[src/rtl/fp_pkg.sv]
// Shared FP32 types for the multiplier dispatch wrapper.
package fp_pkg;

    localparam int unsigned FP32_W = 32;

    typedef logic [FP32_W-1:0] fp32_t;

    typedef struct packed {
        fp32_t a;
        fp32_t b;
    } fp_pair_t;

    typedef enum logic [1:0] {
        IDLE  = 2'd0,
        ISSUE = 2'd1,
        BUSY  = 2'd2,
        GAP   = 2'd3
    } disp_state_e;

endpackage

[src/rtl/fp_mul_dispatch_if.sv]
// Operand source, multiplier pulse/hold port and result sink of the dispatch wrapper.
interface fp_mul_dispatch_if;
    import fp_pkg::*;

    logic  s_valid;
    logic  s_ready;
    fp32_t s_a;
    fp32_t s_b;

    logic  mul_input_valid;
    fp32_t mul_in_a;
    fp32_t mul_in_b;
    fp32_t mul_data_out;
    logic  mul_output_valid;

    logic  m_valid;
    logic  m_ready;
    fp32_t m_data;

    modport slave (
        input  s_valid, s_a, s_b, mul_data_out, mul_output_valid, m_ready,
        output s_ready, mul_input_valid, mul_in_a, mul_in_b, m_valid, m_data
    );

    modport master (
        output s_valid, s_a, s_b, mul_data_out, mul_output_valid, m_ready,
        input  s_ready, mul_input_valid, mul_in_a, mul_in_b, m_valid, m_data
    );

endinterface

[src/rtl/fp_sync_fifo.sv]
// Synchronous FIFO with registered occupancy count; no fall-through.
module fp_sync_fifo #(
    parameter int unsigned WIDTH = 32,
    parameter int unsigned DEPTH = 4
) (
    input  logic             clk,
    input  logic             reset,
    input  logic             push,
    input  logic [WIDTH-1:0] wdata,
    input  logic             pop,
    output logic [WIDTH-1:0] rdata_c,
    output logic             full_c,
    output logic             empty_c
);

    localparam int unsigned AW = $clog2(DEPTH);
    localparam int unsigned CW = $clog2(DEPTH + 1);

    logic [WIDTH-1:0] mem_q [DEPTH];
    logic [WIDTH-1:0] mem_d [DEPTH];
    logic [AW-1:0]    wr_ptr_q, wr_ptr_d;
    logic [AW-1:0]    rd_ptr_q, rd_ptr_d;
    logic [CW-1:0]    count_q, count_d;
    logic             do_push;
    logic             do_pop;

    assign full_c  = (count_q == CW'(DEPTH));
    assign empty_c = (count_q == '0);
    assign rdata_c = mem_q[rd_ptr_q];

    always_comb begin
        do_push  = push && !full_c;
        do_pop   = pop && !empty_c;
        mem_d    = mem_q;
        wr_ptr_d = wr_ptr_q;
        rd_ptr_d = rd_ptr_q;
        if (do_push) begin
            mem_d[wr_ptr_q] = wdata;
            wr_ptr_d        = wr_ptr_q + AW'(1);
        end
        if (do_pop) begin
            rd_ptr_d = rd_ptr_q + AW'(1);
        end
        count_d = count_q + CW'(do_push) - CW'(do_pop);
    end

    always_ff @(posedge clk) begin
        if (reset) begin
            mem_q    <= '{default: '0};
            wr_ptr_q <= '0;
            rd_ptr_q <= '0;
            count_q  <= '0;
        end else begin
            mem_q    <= mem_d;
            wr_ptr_q <= wr_ptr_d;
            rd_ptr_q <= rd_ptr_d;
            count_q  <= count_d;
        end
    end

endmodule

[src/rtl/fp_mul_dispatch.sv]
// Queues operand pairs, issues them one at a time to a multi-cycle FP32
// multiplier over a pulse/hold port, and queues the products in order.
module fp_mul_dispatch
    import fp_pkg::*;
#(
    parameter int unsigned OP_DEPTH  = 4,
    parameter int unsigned RES_DEPTH = 4,
    parameter int unsigned TIMEOUT   = 128
) (
    input  logic               clk,
    input  logic               reset,
    fp_mul_dispatch_if.slave   bus,
    output logic               busy,
    output logic               err
);

    localparam int unsigned WD_W   = $clog2(TIMEOUT);
    localparam int unsigned PAIR_W = $bits(fp_pair_t);

    disp_state_e       state_q, state_d;
    fp32_t             a_q, a_d;
    fp32_t             b_q, b_d;
    logic [WD_W-1:0]   wd_q, wd_d;
    logic              err_q, err_d;
    logic              issue_q, issue_d;
    logic              busy_q, busy_d;

    logic              op_pop;
    logic              res_push;
    logic              op_full_c, op_empty_c;
    logic              res_full_c, res_empty_c;
    logic [PAIR_W-1:0] op_rdata_c;
    fp32_t             res_rdata_c;
    fp_pair_t          s_pair;
    fp_pair_t          op_head;

    assign s_pair  = '{a: bus.s_a, b: bus.s_b};
    assign op_head = op_rdata_c;

    fp_sync_fifo #(.WIDTH(PAIR_W), .DEPTH(OP_DEPTH)) u_op_fifo (
        .clk     (clk),
        .reset   (reset),
        .push    (bus.s_valid),
        .wdata   (s_pair),
        .pop     (op_pop),
        .rdata_c (op_rdata_c),
        .full_c  (op_full_c),
        .empty_c (op_empty_c)
    );

    fp_sync_fifo #(.WIDTH(FP32_W), .DEPTH(RES_DEPTH)) u_res_fifo (
        .clk     (clk),
        .reset   (reset),
        .push    (res_push),
        .wdata   (bus.mul_data_out),
        .pop     (bus.m_ready),
        .rdata_c (res_rdata_c),
        .full_c  (res_full_c),
        .empty_c (res_empty_c)
    );

    // Issue gate reserves a result slot, so a completed op can always be stored.
    always_comb begin
        state_d  = state_q;
        a_d      = a_q;
        b_d      = b_q;
        wd_d     = wd_q;
        err_d    = err_q;
        op_pop   = 1'b0;
        res_push = 1'b0;
        case (state_q)
            IDLE: begin
                if (!op_empty_c && !res_full_c) begin
                    state_d = ISSUE;
                    op_pop  = 1'b1;
                    a_d     = op_head.a;
                    b_d     = op_head.b;
                    wd_d    = '0;
                end
            end
            ISSUE: begin
                state_d = BUSY;
                wd_d    = wd_q + WD_W'(1);
            end
            BUSY: begin
                if (bus.mul_output_valid) begin
                    state_d  = GAP;
                    res_push = 1'b1;
                end else if (wd_q == WD_W'(TIMEOUT - 1)) begin
                    state_d = IDLE;
                    err_d   = 1'b1;
                end else begin
                    wd_d = wd_q + WD_W'(1);
                end
            end
            GAP: begin
                state_d = IDLE;
            end
            default: begin
                state_d = IDLE;
            end
        endcase
        // A strobe with no op outstanding is a protocol error; its data is ignored.
        if (bus.mul_output_valid && (state_q != BUSY)) begin
            err_d = 1'b1;
        end
        issue_d = (state_d == ISSUE);
        busy_d  = (state_d != IDLE);
    end

    always_ff @(posedge clk) begin
        if (reset) begin
            state_q <= IDLE;
            a_q     <= '0;
            b_q     <= '0;
            wd_q    <= '0;
            err_q   <= 1'b0;
            issue_q <= 1'b0;
            busy_q  <= 1'b0;
        end else begin
            state_q <= state_d;
            a_q     <= a_d;
            b_q     <= b_d;
            wd_q    <= wd_d;
            err_q   <= err_d;
            issue_q <= issue_d;
            busy_q  <= busy_d;
            assert (!(res_push && res_full_c));
        end
    end

    assign bus.s_ready         = !op_full_c;
    assign bus.mul_input_valid = issue_q;
    assign bus.mul_in_a        = a_q;
    assign bus.mul_in_b        = b_q;
    assign bus.m_valid         = !res_empty_c;
    assign bus.m_data          = res_rdata_c;
    assign busy                = busy_q;
    assign err                 = err_q;

endmodule

[src/flat_wrapper.sv]
// flat-port wrapper written by rule: the top's interface ports become plain ports
module fp_mul_dispatch_flat import fp_pkg::*;
#(
    parameter int unsigned OP_DEPTH  = 4,
    parameter int unsigned RES_DEPTH = 4,
    parameter int unsigned TIMEOUT   = 128
)
  (clk, reset, busy, err, bus_s_valid, bus_s_a, bus_s_b, bus_mul_data_out, bus_mul_output_valid, bus_m_ready, bus_s_ready, bus_mul_input_valid, bus_mul_in_a, bus_mul_in_b, bus_m_valid, bus_m_data);
  fp_mul_dispatch_if bus_i ();
  input  logic clk;
  input  logic reset;
  output logic busy;
  output logic err;
  input wire logic [$bits(bus_i.s_valid)-1:0] bus_s_valid;
  input wire logic [$bits(bus_i.s_a)-1:0] bus_s_a;
  input wire logic [$bits(bus_i.s_b)-1:0] bus_s_b;
  input wire logic [$bits(bus_i.mul_data_out)-1:0] bus_mul_data_out;
  input wire logic [$bits(bus_i.mul_output_valid)-1:0] bus_mul_output_valid;
  input wire logic [$bits(bus_i.m_ready)-1:0] bus_m_ready;
  output wire logic [$bits(bus_i.s_ready)-1:0] bus_s_ready;
  output wire logic [$bits(bus_i.mul_input_valid)-1:0] bus_mul_input_valid;
  output wire logic [$bits(bus_i.mul_in_a)-1:0] bus_mul_in_a;
  output wire logic [$bits(bus_i.mul_in_b)-1:0] bus_mul_in_b;
  output wire logic [$bits(bus_i.m_valid)-1:0] bus_m_valid;
  output wire logic [$bits(bus_i.m_data)-1:0] bus_m_data;
  assign bus_i.s_valid = bus_s_valid;
  assign bus_i.s_a = bus_s_a;
  assign bus_i.s_b = bus_s_b;
  assign bus_i.mul_data_out = bus_mul_data_out;
  assign bus_i.mul_output_valid = bus_mul_output_valid;
  assign bus_i.m_ready = bus_m_ready;
  assign bus_s_ready = bus_i.s_ready;
  assign bus_mul_input_valid = bus_i.mul_input_valid;
  assign bus_mul_in_a = bus_i.mul_in_a;
  assign bus_mul_in_b = bus_i.mul_in_b;
  assign bus_m_valid = bus_i.m_valid;
  assign bus_m_data = bus_i.m_data;
  fp_mul_dispatch #(.OP_DEPTH(OP_DEPTH), .RES_DEPTH(RES_DEPTH), .TIMEOUT(TIMEOUT)) u_core (.clk(clk), .reset(reset), .bus(bus_i), .busy(busy), .err(err));
endmodule
[config.mk]
export PLATFORM = sky130hd
export DESIGN_NAME = fp_mul_dispatch_flat
export DESIGN_NICKNAME = d
export VERILOG_FILES = /design/src/rtl/fp_pkg.sv /design/src/rtl/fp_mul_dispatch_if.sv /design/src/rtl/fp_sync_fifo.sv /design/src/rtl/fp_mul_dispatch.sv /design/src/flat_wrapper.sv
export SDC_FILE = /design/constraint.sdc
export NUM_CORES = 1
export LEC_CHECK = 0
export ABC_AREA = 1
export CAP_MARGIN = 20
export CORE_AREA = 5 5 250 155
export DETAILED_ROUTE_END_ITERATION = 7
export DIE_AREA = 0 0 255 160
export GPL_TIMING_DRIVEN = 0
export PLACE_DENSITY_LB_ADDON = 0.08
export SYNTH_ARGS = -nofsm -noshare
export SYNTH_HDL_FRONTEND = slang
export SYNTH_SLANG_ARGS = --single-unit
[constraint.sdc]
create_clock -name clk -period 2.7 [get_ports clk]
set_clock_uncertainty 0.2 [all_clocks]
set_input_delay 0.27 -clock clk [delete_from_list [all_inputs] [get_ports clk]]
set_output_delay 0.27 -clock clk [all_outputs]
set_load 0.03 [all_outputs]
==> qor.yml <==
outcome:
  status: "finished, final reports clean"
synth:
  number_of_distinct_library_cells_after_synthesis: 33
  largest_family_of_logic_cells_by_synthesized_area: "compound AO/OA/AOI/OAI gates"
  syn-mean-instance-area_um2: 7.824
  postSynth.asyncResetShare_pct: 0
  post-synth-top-area-cell: "dfxtp_1"
  synth_nets: 2710
  yosys.area_share.adder_pct: 1.309
  synth_compound_area_share_pct: 24.69
  post_synth_mux_area_share_pct: 0
  synth_simple_gate_area_share_pct: 16.95
  ys_ff_latch: 474
  synth.cell_area_um2: 20260
  post_synth_xor_area_fraction_pct: 0.2594
  syn_inst: 2589
  synth_common_cells: "dfxtp_1 (474), a21oi_1 (465), nand2_1 (364)"
  top_ff_cell_synth: "dfxtp_1"
  synth_top_area_share_pct: 46.84
  synth_sequential_area_ratio_pct: 46.84
  synthesis.yosys.warnings: 0
  yosys-top-cells-area: "dfxtp_1 (47%), a21oi_1 (11%), nand3_1 (8.1%)"
  post-synth-top-count-cell: "dfxtp_1"
  synth-edff-count: 0
worst_hold_path:
  hold-path-endpoint: "u_core.u_op_fifo.mem_q[239]$_SDFFE_PP0P_"
  min-delay-path-class: "input pin to flip-flop"
  worst_hold_startpoint: "bus_s_a[15]"
  hold-path-cell-count: 3
finish:
  fillerInstances: 3003
  finalCoreUtilization_pct: 67.46
  finalNetCount: 2955
  drive_gt1_share_pct: 9.002
  areaGrowthSynthToFinish_pct: 19.71
pwr:
  power_mw: 25.62
  combPwrFrac_pct: 42.1
  vdd_drop_max_mv: 0.7075
  netSwitchingPower_mw: 10.40
  power.density_nw_per_um2: 1056
  leakagePower_nw: 9.056
  power.share.clock_pct: 24.5
  power.sequential.fraction_pct: 33.5
  internal_power_mw: 15.22
  netSwitchingFraction_pct: 40.60
setup_path:
  regToRegSetupSlack_ps: 120
  reg2reg_depth: 10
  timing_worst_setup_path_type: "flip-flop to output port"
  regToRegStartpoint: "u_core.state_q[0]$_SDFF_PP0_"
  wp_data_arrival_ps: 2210
  startpoint_type: "flip-flop"
  timing.critical_path.from: "u_core.u_res_fifo.rd_ptr_q[1]$_SDFFE_PP0P_"
  worstSetupEndpointType: "output port"
  critical_path.max_fanout: 10
  worst_r2r_endpoint: "u_core.u_op_fifo.count_q[1]$_SDFF_PP0_"
  worstPathRequired_ps: 2230
placed_design:
  place.port_buffers: 200
  gp_congestion: 0.9722
  dp_hpwl_mm: 49.29
  pre_cts_ws_ps: -224.1
timing:
  timing.final.hold_violations: 0
  achievable-frequency_ghz: 0.3731
  setup_viol_count_final: 0
  finalCriticalPeriod_ps: 2680
  rsz0062_at_grt: "no"
  finalWorstSetupSlack_ps: 19.75
  timing.slew.headroom_pct: 30.57
  min_period_over_period_pct: 99.27
  tightestPinTransition_ps: 1041
  finalMaxSlewViolations: 0
clocking:
  cts_buffer_depth: 3
  cts_tree: "done"
  cts_htree_levels: 2
  clock_pin_transition_on_the_worst_setup_and_hold_timing_paths_ps: 60
  clock_sink_count: 474
  clock_insertion_delay_worst_skew_ps: 560
  cts_made_buffers: 43
  clock-root-buffer: "clkbuf_16"
detailed_routing:
  number_of_nets_with_antenna_violations_after_detailed_routing: 0
  number_of_drc_markers_after_the_initial_detailed_route_iteration: 2720
  post_drt_wl_per_cell_um: 20.31
  num_vias: 20420
  post-route-drc-count: 0
  first_drt_pass_iteration_count: 8
  via_per_inst: 6.107
  detail_route.wirelength_mm: 67.93
global_routing:
  maximum_number_of_pins_on_one_net_before_global_route_repair: 20
  globalRoute.totalOverflow: 0
  grt_first_pass_wirelength_mm: 104.2
  antenna_found_initial: 2
  grt_usage_pct: 31.50
  grt_pass1_vias: 18710
floorplanning:
  die_w_um: 255
  chipHeight_um: 160
  core.rowCount: 54
  core_area_um2: 35940
  io_pins: 202
  initial_core_util_pct: 56.36
  die_outline_area_um2: 40800
run:
  maxCapViolations: 0
metal layers:
metal	up-vias	track usage (%)	routed length, um
li1	9343	-	-
met2	1198	44.78	28080
met4	0	9.195	2018
met5	-	0	0
met3	165	6.796	7625
met1	9717	47.92	30210
placed cells by master (no fill, tap or decap), drive strengths merged:
cell type,synthesis,routed
o211ai,63,63
clkdlybuf4s50,0,168
a21oi,465,465
ha,18,18
clkdlybuf4s15,0,8
o21bai,1,1
diode,0,2
clkbuf,94,169
o21ai,269,269
nand4,1,1
inv,165,165
dfxtp,474,474
nand2,372,372
xnor2,4,4
o211a,64,64
nand3,329,329
clkinvlp,0,1
xor2,2,2
a21boi,1,1
fa,2,2
clkinv,1,9
dlygate4sd2,0,14
nor2,88,89
o22ai,32,32
buf,144,144
bufinv,0,2
how the worst max path moves through the flow:
stage                                                   endpoint  slack, ps  cells after the start
after global placement    u_core.u_op_fifo.count_q[1]$_SDFF_PP0_       -160                     12
final                                             bus_m_data[27]         20                      5
after floorplan           u_core.u_op_fifo.count_q[2]$_SDFF_PP0_        270                     12
after global routing                              bus_m_data[20]          8                      5
after detailed placement  u_core.u_op_fifo.count_q[2]$_SDFF_PP0_       -220                     12
after CTS                                          bus_m_data[8]          5                      5
flip-flops by register name, indices dropped and copies added, names as in the netlist:
name / count
u_core.u_op_fifo.mem_q: 256
u_core.u_res_fifo.mem_q: 128
u_core.bus.mul_in_a: 32
u_core.bus.mul_in_b: 32
u_core.wd_q: 7
u_core.u_op_fifo.count_q: 3
u_core.u_res_fifo.count_q: 3
u_core.state_q: 2
u_core.u_op_fifo.rd_ptr_q: 2
u_core.u_op_fifo.wr_ptr_q: 2
u_core.u_res_fifo.rd_ptr_q: 2
u_core.u_res_fifo.wr_ptr_q: 2
u_core.bus.mul_input_valid: 1
u_core.busy: 1
u_core.err: 1
per-stage QoR:
step	cells	instance area (um^2)	hold slack (ps)	setup TNS, ps
4_1_cts	3342	24280	166.2	0
5_1_grt	3344	24250	195.7	0
3_5_place_dp	3265	22850	243.0	-718.7
3_3_place_gp	3265	22850	237.8	-578.9
2_1_floorplan	2589	20260	223.9	0
6_report	3344	24250	187.4	0
final cells by class:
type	instances	area [um^2]	share of cell area, %
tap	476	595.6	2.456
buffer	236	1403	5.784
inverter	166	629.4	2.595
sequential	474	9492	39.14
antenna	2	5.005	0.02064
timing repair buffer	201	1952	8.049
clock inverter	11	107.6	0.4437
multi-input combinational	1712	8761	36.13
clock buffer	66	1305	5.382
worst max-delay path, cell delays in order, from the launching register on:
cell and delay (ps):
dfxtp_1 380, inv_1 220, buf_2 320, o21ai_0 150, o22ai_1 230, clkdlybuf4s15_2 340
cell families (layout without fill, tap and decap cells):
kind of cell / after synthesis / in the layout
fa+ha+maj: 20 / 20
xor+xnor: 6 / 6
simple gates: 790 / 791
other cells: 0 / 2
flops: 474 / 474
compound gates: 895 / 895
buf+inv: 404 / 680
power by group through the flow:
| stage | Clock (mW) | Sequential (mW) | Combinational, mW |
|---|---|---|---|
| after floorplan | 0 | 9.56 | 5.73 |
| after CTS | 6.28 | 8.56 | 10.6 |
| after global placement | 0 | 8.65 | 10.4 |
| after detailed placement | 0 | 8.70 | 10.6 |
| after global routing | 6.58 | 8.66 | 11.5 |
| final | 6.27 | 8.57 | 10.8 |
timing repair:
item,4_1_cts,5_1_grt
pin swaps,1,1
resized for setup,73,24
setup endpoints to repair,34,28
buffers inserted,1,0
hold buffers,0,0
gates cloned,0,1
endpoints found under the hold margin,0,0
Note: power is estimated with default switching activity, not from simulation.
